`config.mk`:
```
export PLATFORM = sky130hd
export DESIGN_NAME = sfifo_ext
export DESIGN_NICKNAME = d
export VERILOG_FILES = /design/src/rtl/sfifo_pkg.sv /design/src/rtl/sfifo_ram.sv /design/src/rtl/sfifo_ext.sv
export SDC_FILE = /design/constraint.sdc
export NUM_CORES = 1
export LEC_CHECK = 0
export BUFFER_PORTS_ARGS = -buffer_cell sky130_fd_sc_hd__clkbuf_2
export CAP_MARGIN = 20
export CORE_ASPECT_RATIO = 0.5
export CORE_UTILIZATION = 30
export CTS_BUF_LIST = sky130_fd_sc_hd__clkbuf_2 sky130_fd_sc_hd__clkbuf_4 sky130_fd_sc_hd__clkbuf_8
export DETAILED_ROUTE_END_ITERATION = 10
export PLACE_DENSITY = 0.45
export SLEW_MARGIN = 20
export SYNTH_ARGS = -nofsm -noshare
export SYNTH_HDL_FRONTEND = slang
export SYNTH_HIERARCHICAL = 1
export SYNTH_SLANG_ARGS = --single-unit
export TNS_END_PERCENT = 5
```
`constraint.sdc`:
```
create_clock -name clk -period 3.4 [get_ports clk]
set_input_delay 1.02 -clock clk [delete_from_list [all_inputs] [get_ports clk]]
set_output_delay 1.02 -clock clk [all_outputs]
set_load 0.02 [all_outputs]
```
`src/rtl/sfifo_pkg.sv`:
```
// Shared constants and pointer helper for the synchronous FIFO family.
package sfifo_pkg;

    localparam int SFIFO_W     = 8;
    localparam int SFIFO_H     = 8;
    localparam int SFIFO_AE_TH = 2;

    // Wrap by explicit compare so non-power-of-two depths work.
    function automatic int unsigned ptr_inc(input int unsigned ptr, input int unsigned depth);
        if (ptr == depth - 32'd1) begin
            return 32'd0;
        end else begin
            return ptr + 32'd1;
        end
    endfunction

endpackage

```
`src/rtl/sfifo_ram.sv`:
```
// Simple dual-port register array: one write port, one registered read port.
module sfifo_ram
    import sfifo_pkg::*;
#(
    parameter  int W  = SFIFO_W,
    parameter  int H  = SFIFO_H,
    localparam int AW = $clog2(H)
) (
    input  logic          clk_i,
    input  logic          rst_i,
    input  logic          we_i,
    input  logic [AW-1:0] wa_i,
    input  logic [W-1:0]  wd_i,
    input  logic          re_i,
    input  logic [AW-1:0] ra_i,
    output logic [W-1:0]  rd_o
);

    logic [W-1:0] mem_q [H];
    logic [W-1:0] rd_q;

    // Storage write; contents are deliberately not cleared by reset.
    always_ff @(posedge clk_i) begin
        if (we_i) begin
            mem_q[wa_i] <= wd_i;
        end
    end

    // Registered read: a same-edge write to the same entry returns old data.
    always_ff @(posedge clk_i) begin
        if (rst_i) begin
            rd_q <= {W{1'b0}};
        end else if (re_i) begin
            rd_q <= mem_q[ra_i];
        end else begin
            rd_q <= rd_q;
        end
    end

    assign rd_o = rd_q;

endmodule

```
`src/rtl/sfifo_ext.sv`:
```
// Synchronous FIFO with count, thresholds and read-valid strobe; any depth >= 2.
// Sticky overflow/underflow flags are built only when SFIFO_ERR_EN is defined.
module sfifo_ext
    import sfifo_pkg::*;
#(
    parameter int W     = SFIFO_W,
    parameter int H     = SFIFO_H,
    parameter int AF_TH = H - 2,
    parameter int AE_TH = SFIFO_AE_TH,
    parameter int CW    = $clog2(H + 1)
) (
    input  logic          clk,
    input  logic          rst,
    input  logic          wr,
    input  logic [W-1:0]  wr_data,
    input  logic          r,
    output logic [W-1:0]  r_data,
    output logic          r_valid,
    output logic          full,
    output logic          empty,
    output logic          almost_full,
    output logic          almost_empty,
    output logic [CW-1:0] count,
    output logic          overflow,
    output logic          underflow
);

    localparam int PW = $clog2(H);

    if (H < 2) begin : g_bad_depth
        $error("sfifo_ext: H must be at least 2");
    end
    if (!((AE_TH >= 0) && (AE_TH < AF_TH) && (AF_TH <= H))) begin : g_bad_thresh
        $error("sfifo_ext: thresholds must satisfy 0 <= AE_TH < AF_TH <= H");
    end

    logic [PW-1:0] wr_ptr_q, wr_ptr_d;
    logic [PW-1:0] r_ptr_q, r_ptr_d;
    logic [CW-1:0] count_q, count_d;
    logic          full_q, empty_q, afull_q, aempty_q, r_valid_q;
    logic          wr_en_s, r_en_s;

    // Accept rules, next pointers and next occupancy.
    always_comb begin
        r_en_s   = r & ~empty_q;
        wr_en_s  = wr & (~full_q | r);
        wr_ptr_d = wr_ptr_q;
        r_ptr_d  = r_ptr_q;
        if (wr_en_s) begin
            wr_ptr_d = PW'(ptr_inc(32'(wr_ptr_q), 32'(H)));
        end else begin
            wr_ptr_d = wr_ptr_q;
        end
        if (r_en_s) begin
            r_ptr_d = PW'(ptr_inc(32'(r_ptr_q), 32'(H)));
        end else begin
            r_ptr_d = r_ptr_q;
        end
        count_d = count_q + CW'(wr_en_s) - CW'(r_en_s);
    end

    // Pointers, count and all status flags update together from count_d.
    always_ff @(posedge clk) begin
        if (rst) begin
            wr_ptr_q  <= {PW{1'b0}};
            r_ptr_q   <= {PW{1'b0}};
            count_q   <= {CW{1'b0}};
            full_q    <= 1'b0;
            empty_q   <= 1'b1;
            afull_q   <= 1'b0;
            aempty_q  <= 1'b1;
            r_valid_q <= 1'b0;
        end else begin
            wr_ptr_q  <= wr_ptr_d;
            r_ptr_q   <= r_ptr_d;
            count_q   <= count_d;
            full_q    <= (count_d == CW'(H));
            empty_q   <= (count_d == {CW{1'b0}});
            afull_q   <= (count_d >= CW'(AF_TH));
            aempty_q  <= (count_d <= CW'(AE_TH));
            r_valid_q <= r_en_s;
        end
    end

`ifdef SFIFO_ERR_EN
    logic overflow_q, underflow_q;

    // Sticky error capture, cleared only by reset.
    always_ff @(posedge clk) begin
        if (rst) begin
            overflow_q  <= 1'b0;
            underflow_q <= 1'b0;
        end else begin
            overflow_q  <= overflow_q | (wr & ~wr_en_s);
            underflow_q <= underflow_q | (r & empty_q);
        end
    end

    assign overflow  = overflow_q;
    assign underflow = underflow_q;
`else
    assign overflow  = 1'b0;
    assign underflow = 1'b0;
`endif

    sfifo_ram #(
        .W (W),
        .H (H)
    ) u_ram (
        .clk_i (clk),
        .rst_i (rst),
        .we_i  (wr_en_s & ~rst),
        .wa_i  (wr_ptr_q),
        .wd_i  (wr_data),
        .re_i  (r_en_s & ~rst),
        .ra_i  (r_ptr_q),
        .rd_o  (r_data)
    );

    assign r_valid      = r_valid_q;
    assign full         = full_q;
    assign empty        = empty_q;
    assign almost_full  = afull_q;
    assign almost_empty = aempty_q;
    assign count        = count_q;

endmodule

```
==> impl_metrics.csv, run 1 <==
group,metric,value,unit
outcome,outcome,"complete, no violations",
min_path,hold_class,"reg -> reg",
synthesis,syn_area,3535,um^2
placed_design,place_congestion,0.7115,
synthesis,synth_area_per_cell,14.79,um^2
synthesis,synth_area_leader_cell,"edfxtp_1",
critical_path,r2r_setup_slack,950,ps
pwr,power_density,653.9,nW/um^2
pwr,finalPower,2.652,mW
critical_path,cp_data_required_time,3700,ps
final_layout,antennaDiodeCount,0,
sta,fin_crit,2882,ps
floorplanning,ios,31,
min_path,min_path_cells,2,
critical_path,crit_fanout,7,
clocking,post_cts_resized,0,
floorplanning,num_rows,27,
synthesis,ys_types,38,
synthesis,ys_warn_count,6,
pwr,vdd_ir_drop_max,0.3614,mV
sta,tightest_slew,811.7,ps
clocking,ctsHoldBuffers,0,
synthesis,synth_common_cells,"edfxtp_1 (64), dfxtp_1 (23), nor2_1 (20)",
clocking,clk_latency,370,ps
synthesis,synthArstFlopShare,0,%
sta,finalHoldViolations,0,
routing,routed_via_density,4.533,
final_layout,instances_no_fill,441,
routing,routed_wl,7056,um
final_layout,areaGrowthSynthToFinish,14.76,%
sta,setup_viol,0,
job,max_cap_violations,0,
floorplanning,fp.dieH,78.76,um
sta,slew_headroom,45.78,%
routing,wl_per_cell,16.00,um
critical_path,reg2reg_to,"full",
placed_design,place_hpwl,4532,um
clocking,clockBufferDepth,2,
pwr,netSwitchingFraction,30.31,%
final_layout,fill_cells,1109,
pwr,intPower,1.849,mW
global_route,grt_pass1_vias,2024,
placed_design,io_buffers,28,
clocking,cts.root.buffer_cell,"clkbuf_8",
synthesis,synth_most_common_cell,"edfxtp_1",
critical_path,rr_startpoint,"full",
routing,first_iter_violations,112,
final_layout,layout-drive-gt1-share,27.30,%
routing,ant_nets,0,
routing,dr.pass1.iters,4,
global_route,grt_pass1_wl,10870,um
min_path,holdPathEnd,"u_ram/rd_o[0]",
sta,tns,0,ps
global_route,grt_overflow,0,
sta,rsz0062_at_grt,"false",
sta,slew_violations,0,
synthesis,synth-edff-count,64,
pwr,power.share.clock,27.4,%
critical_path,arrival,3180,ps
routing,vias,1999,
critical_path,critPathKind,"in -> reg",
synthesis,synth.yosys.seq_area_share,67.40,%
sta,skew,8.897,ps
clocking,cts_inserted_buffers,9,
synthesis,synthFlopType,"edfxtp_1",
critical_path,endpoint_kind,"register",
global_route,antenna_found_initial,0,
sta,whs,491.8,ps
pwr,pwr-share-seq,47.8,%
pwr,p_leak,1.416,nW
min_path,worstHoldStart,"u_ram/rd_o[0]",
global_route,track_usage,12.48,%
synthesis,ys_ff_latch,87,
global_route,grt_max_degree,33,
sta,post-route-period-util,84.77,%
clocking,cts_sinks,87,
clocking,clk_pin_slew,90,ps
sta,clock.fmax,0.3470,GHz
routing,remaining_drc_errors,0,
floorplanning,die_x,155.5,um
pwr,switching_power,0.8039,mW
synthesis,synth_top_area_share,54.37,%
clocking,cts_tree,"done",
floorplanning,initial_core_util,31.51,%
clocking,htree_levels,3,
final_layout,finalNetCount,298,
pwr,pwr-share-comb,24.8,%
floorplanning,die-area,12250,um^2
clocking,post_cts_buffers,0,
critical_path,r2r_cells,9,
floorplanning,core_area,11220,um^2
placed_design,dp.cells,425,
critical_path,worstSetupStartpointType,"input pin",
synthesis,synth_area_leaders,"edfxtp_1 (54%), dfxtp_1 (13%), mux2_2 (5.1%)",
synthesis,syn_inst,239,
[worst max-delay path by stage]
| stage | cells after the start | endpoint | slack, ps | start |
|---|---|---|---|---|
| 2_1_floorplan | 9 | full | 340 | r |
| 3_3_place_gp | 10 | full | 170 | r |
| 3_5_place_dp | 10 | full | 130 | r |
| 4_1_cts | 10 | full | 530 | r |
| 5_1_grt | 10 | full | 410 | r |
| 6_report | 10 | full | 520 | r |
[area by class of cell]
| type | instances | area (um^2) | share of cell area [%] |
|---|---|---|---|
| Sequential cell | 87 | 2382 | 58.73 |
| Multi-Input combinational cell | 134 | 1030 | 25.39 |
| Timing Repair Buffer | 39 | 222.7 | 5.490 |
| Tap cell | 159 | 198.9 | 4.904 |
| Clock buffer | 10 | 131.4 | 3.239 |
| Clock inverter | 6 | 68.82 | 1.696 |
| Inverter | 6 | 22.52 | 0.5552 |
[logic make-up (layout without fill, tap and decap cells)]
logic type	count (synthesis)	in the layout	share of synthesized area [%]
adders and majority gates	9	9	3.398
xor gates and xnor gates	2	2	0.4957
AOI/OAI and AO/OA	40	40	8.461
other	1	2	0.1061
DFF	87	87	67.40
buffers and inverters	19	61	3.575
and+or+nand+nor	48	48	6.655
muxes	33	33	9.911
[state kept, by name, summed over array words and instances, names as in the netlist]
signal and flops:
full 1, u_ram/mem_q 64, count 4, almost_empty 1, almost_full 1, r_valid 1
wr_ptr_q 3, u_ram/rd_o 8, empty 1, r_ptr_q 3
[worst max-delay path, cell delays in order]
cell and delay (ps):
clkbuf_2 80, and2b_1 220, or2b_1 260, ha_1 280, inv_1 40, ha_1 190
fa_1 380, xor2_1 190, or3_1 340, a211oi_2 190
[layout by cell type, fill, tap and decap left out, types with 2 or more instances in the layout]
| master | netlist | final |
|---|---|---|
| a211oi_1 | 6 | 6 |
| a211oi_2 | 3 | 3 |
| a21oi_1 | 8 | 8 |
| a221o_1 | 7 | 7 |
| a31o_2 | 2 | 2 |
| buf_4 | 2 | 11 |
| clkbuf_2 | 0 | 28 |
| clkbuf_8 | 0 | 9 |
| clkinv_4 | 0 | 2 |
| conb_1 | 1 | 2 |
| dfxtp_1 | 23 | 23 |
| edfxtp_1 | 64 | 64 |
| ha_1 | 8 | 8 |
| inv_1 | 5 | 5 |
| mux2_2 | 16 | 16 |
| mux2i_1 | 17 | 17 |
| nand2_1 | 7 | 7 |
| nand2b_1 | 4 | 4 |
| nand3_1 | 2 | 2 |
| nand3b_1 | 3 | 3 |
| nor2_1 | 20 | 20 |
| nor2b_1 | 4 | 4 |
| nor3_1 | 3 | 3 |
| o21ai_0 | 3 | 3 |
| o22ai_1 | 7 | 7 |
| or2b_1 | 2 | 2 |
[metal layers]
layer  up-vias  GRT usage (%)  wire length (um)
li1        975              -                 -
met1       984          15.97              3386
met2        35          19.46              3281
met3         5          5.131               342
met4         0          3.529                46
met5         -              0                 0
[power groups by stage]
stage	clock (mW)	combinational, mW	sequential, mW
finish	0.726	0.659	1.27
global route	0.790	0.733	1.28
CTS	0.749	0.673	1.27
global placement	0	0.664	1.29
floorplan	0	0.462	1.36
detailed placement	0	0.670	1.29
[metrics by stage]
step	setup slack (ps)	util, %	instance area [um^2]
2_1_floorplan	336.6	-	3538
3_3_place_gp	167.2	34.38	3856
3_5_place_dp	130.0	34.38	3856
4_1_cts	525.3	36.17	4056
5_1_grt	407.2	36.17	4056
6_report	517.9	36.17	4056
Note: power is estimated with default switching activity, not from simulation.
==> inputs of run 2 (changes only) <==
--- a/config.mk
+++ b/config.mk
@@ -5,6 +5,7 @@
 export SDC_FILE = /design/constraint.sdc
 export NUM_CORES = 1
 export LEC_CHECK = 0
+export ABC_AREA = 1
 export BUFFER_PORTS_ARGS = -buffer_cell sky130_fd_sc_hd__clkbuf_2
 export CAP_MARGIN = 20
 export CORE_ASPECT_RATIO = 0.5
==> constraint.sdc (replaced) <==
create_clock -name clk -period 3 [get_ports clk]
set_input_delay 0.9 -clock clk [delete_from_list [all_inputs] [get_ports clk]]
set_output_delay 0.9 -clock clk [all_outputs]
set_load 0.02 [all_outputs]
==> impl_metrics.csv, run 2 <==
group,metric,value,unit
floorplanning,die-area,13250,um^2
clocking,post_cts_buffers,0,
synthesis,synth_area_per_cell,9.717,um^2
placed_design,dp.cells,587,
sta,whs,530.3,ps
job,max_cap_violations,0,
final_layout,final_cell_mix,"nand2_1 (91), inv_1 (82), edfxtp_1 (64), nand3_1 (50), clkbuf_2 (28)",
global_route,antenna_found_initial,0,
sta,tns,0,ps
outcome,outcome,"complete, no violations",
sta,slew_violations,0,
placed_design,place_hpwl,5221,um
clocking,post_cts_resized,0,
pwr,netSwitchingFraction,32.30,%
routing,routed_wl,8142,um
routing,wl_per_cell,13.52,um
critical_path,crit_fanout,6,
clocking,clockBufferDepth,2,
sta,clock.fmax,0.4208,GHz
pwr,vdd_ir_drop_max,0.4148,mV
final_layout,fill_cells,1278,
floorplanning,ios,31,
final_layout,antennaDiodeCount,0,
routing,dr.pass1.iters,4,
pwr,intPower,2.159,mW
final_layout,post-route-util,36.13,%
critical_path,path_delay_family,"adder cells",
clocking,clk_pin_slew,80,ps
routing,routed_via_density,4.141,
sta,rsz0062_at_grt,"false",
routing,vias,2493,
placed_design,io_buffers,28,
synthesis,synth_most_common_cell,"nand2_1",
critical_path,cp_data_required_time,3290,ps
critical_path,path_buf_inv,3,
pwr,switching_power,1.030,mW
clocking,clk_latency,350,ps
floorplanning,fp.dieH,81.88,um
floorplanning,initial_core_util,31.59,%
synthesis,synthArstFlopShare,0,%
critical_path,endpoint_kind,"register",
global_route,grt_max_degree,33,
final_layout,finalNetCount,454,
sta,slew_headroom,60.95,%
floorplanning,num_rows,28,
clocking,cts_tree,"done",
synthesis,synthFlopType,"edfxtp_1",
clocking,cts_sinks,87,
global_route,grt_overflow,0,
sta,finalHoldViolations,0,
sta,setup_viol,0,
clocking,htree_levels,3,
critical_path,slowest_stage,"fa_1",
sta,fin_ws,623.8,ps
final_layout,instances_no_fill,602,
critical_path,arrival,2670,ps
pwr,p_leak,1.986,nW
final_layout,fin_area,4379,um^2
floorplanning,core_area,12120,um^2
synthesis,ys_ff_latch,87,
pwr,pwr-share-seq,45.9,%
critical_path,crit_chain,"clkbuf_2 -> inv_1 -> nand2_1 -> nand2_1 -> ha_1 -> inv_1 -> ha_1 -> fa_1 -> xnor2_1 -> nand3_1 -> o21bai_1",
synthesis,ys_types,23,
pwr,pwr-share-comb,26.4,%
sta,fin_crit,2376,ps
synthesis,ys_warn_count,6,
floorplanning,die_x,161.8,um
final_layout,regMostFlops,"u_ram/mem_q",
pwr,power_density,728.1,nW/um^2
critical_path,worstSetupStartpointType,"input pin",
critical_path,critPathKind,"in -> reg",
routing,remaining_drc_errors,0,
synthesis,syn_inst,394,
pwr,power.share.clock,27.7,%
min_path,hold_class,"reg -> reg",
placed_design,dp_worst_setup_slack,228.0,ps
critical_path,crit_path_max_incr_delay,380,ps
clocking,cts_inserted_buffers,9,
final_layout,largest_register_ffs,64,
placed_design,place_congestion,0.7601,
placed_design,post_dp_cell_area,4168,um^2
synthesis,synth_top_area_share,50.20,%
final_layout,areaGrowthSynthToFinish,14.38,%
routing,ant_nets,0,
global_route,grt_pass1_wl,12830,um
final_layout,final_common_cell,"nand2_1",
final_layout,layout-drive-gt1-share,15.33,%
synthesis,synth_area_leaders,"edfxtp_1 (50%), dfxtp_1 (12%), nand2_1 (8.9%)",
clocking,ctsHoldBuffers,0,
sta,post-route-period-util,79.21,%
sta,skew,7.974,ps
global_route,grt_pass1_vias,2370,
global_route,track_usage,13.44,%
clocking,cts.root.buffer_cell,"clkbuf_8",
synthesis,synth.yosys.seq_area_share,62.22,%
synthesis,synth_common_cells,"nand2_1 (91), inv_1 (82), edfxtp_1 (64)",
sta,tightest_slew,585.0,ps
synthesis,synth_area_leader_cell,"edfxtp_1",
synthesis,syn_area,3829,um^2
synthesis,synth-edff-count,64,
routing,first_iter_violations,86,
pwr,finalPower,3.189,mW
-- run 2: cell count changes in the layout (fill, tap and decap cells not counted), moves of 11 or more --
cell,before,now
mux2_2,16,0
mux2i_1,17,0
o21ai_0,3,14
nand3_1,2,50
inv_1,5,82
nand2_1,7,91
-- run 2: per-layer routing --
metal	wire length (um)	up-vias	GRT usage (%)
li1	-	1320	-
met1	4095	1126	17.92
met2	3553	42	20.82
met3	400	5	3.838
met4	93	0	5.094
met5	0	-	0
-- run 2: final timing paths --
check	from	to	slack, ps	depth (start not counted)
worst min register to register	u_ram/rd_o[3]	u_ram/rd_o[3]	530	2
worst max-delay path	r	empty	620	11
worst min-delay path	u_ram/rd_o[3]	u_ram/rd_o[3]	530	2
worst max register to register	full	empty	970	9
-- run 2: final cells by class --
class                   count  area, um^2  area share (%)
well taps                 165       206.4           4.714
inverters                  84       320.3           7.314
flip-flops and latches     87        2382           54.40
clock buffers              11       138.9           3.171
clock inverters             4       72.57           1.657
multi-input cells         209        1013           23.14
repair buffers             42       245.2           5.600
-- run 2: cells by family after synthesis --
| kind of cell | after synthesis | share of synthesized area, % |
|---|---|---|
| AOI/OAI and AO/OA | 26 | 4.052 |
| xor gates and xnor gates | 1 | 0.2288 |
| adders and majority gates | 9 | 3.137 |
| buffers and inverters | 99 | 11.41 |
| DFF | 87 | 62.22 |
| other | 1 | 0.09795 |
| and+or+nand+nor | 171 | 18.86 |
-- run 2: worst register-to-register path: cells and delay by family, from the launching register on --
kind / cells / cell delay [ps]
AO/OA/AOI/OAI: 1 / 160
XOR/XNOR: 1 / 230
adder cells (fa/ha/maj): 3 / 890
buffers and inverters: 1 / 40
flip-flops: 1 / 330
AND/OR/NAND/NOR: 3 / 320
-- run 2: power groups by stage --
| stage | combinational, mW | clock, mW | sequential [mW] |
|---|---|---|---|
| 2_1_floorplan | 0.558 | 0 | 1.55 |
| 3_3_place_gp | 0.852 | 0 | 1.49 |
| 3_5_place_dp | 0.859 | 0 | 1.49 |
| 4_1_cts | 0.862 | 0.923 | 1.46 |
| 5_1_grt | 0.986 | 0.965 | 1.48 |
| 6_report | 0.842 | 0.884 | 1.46 |
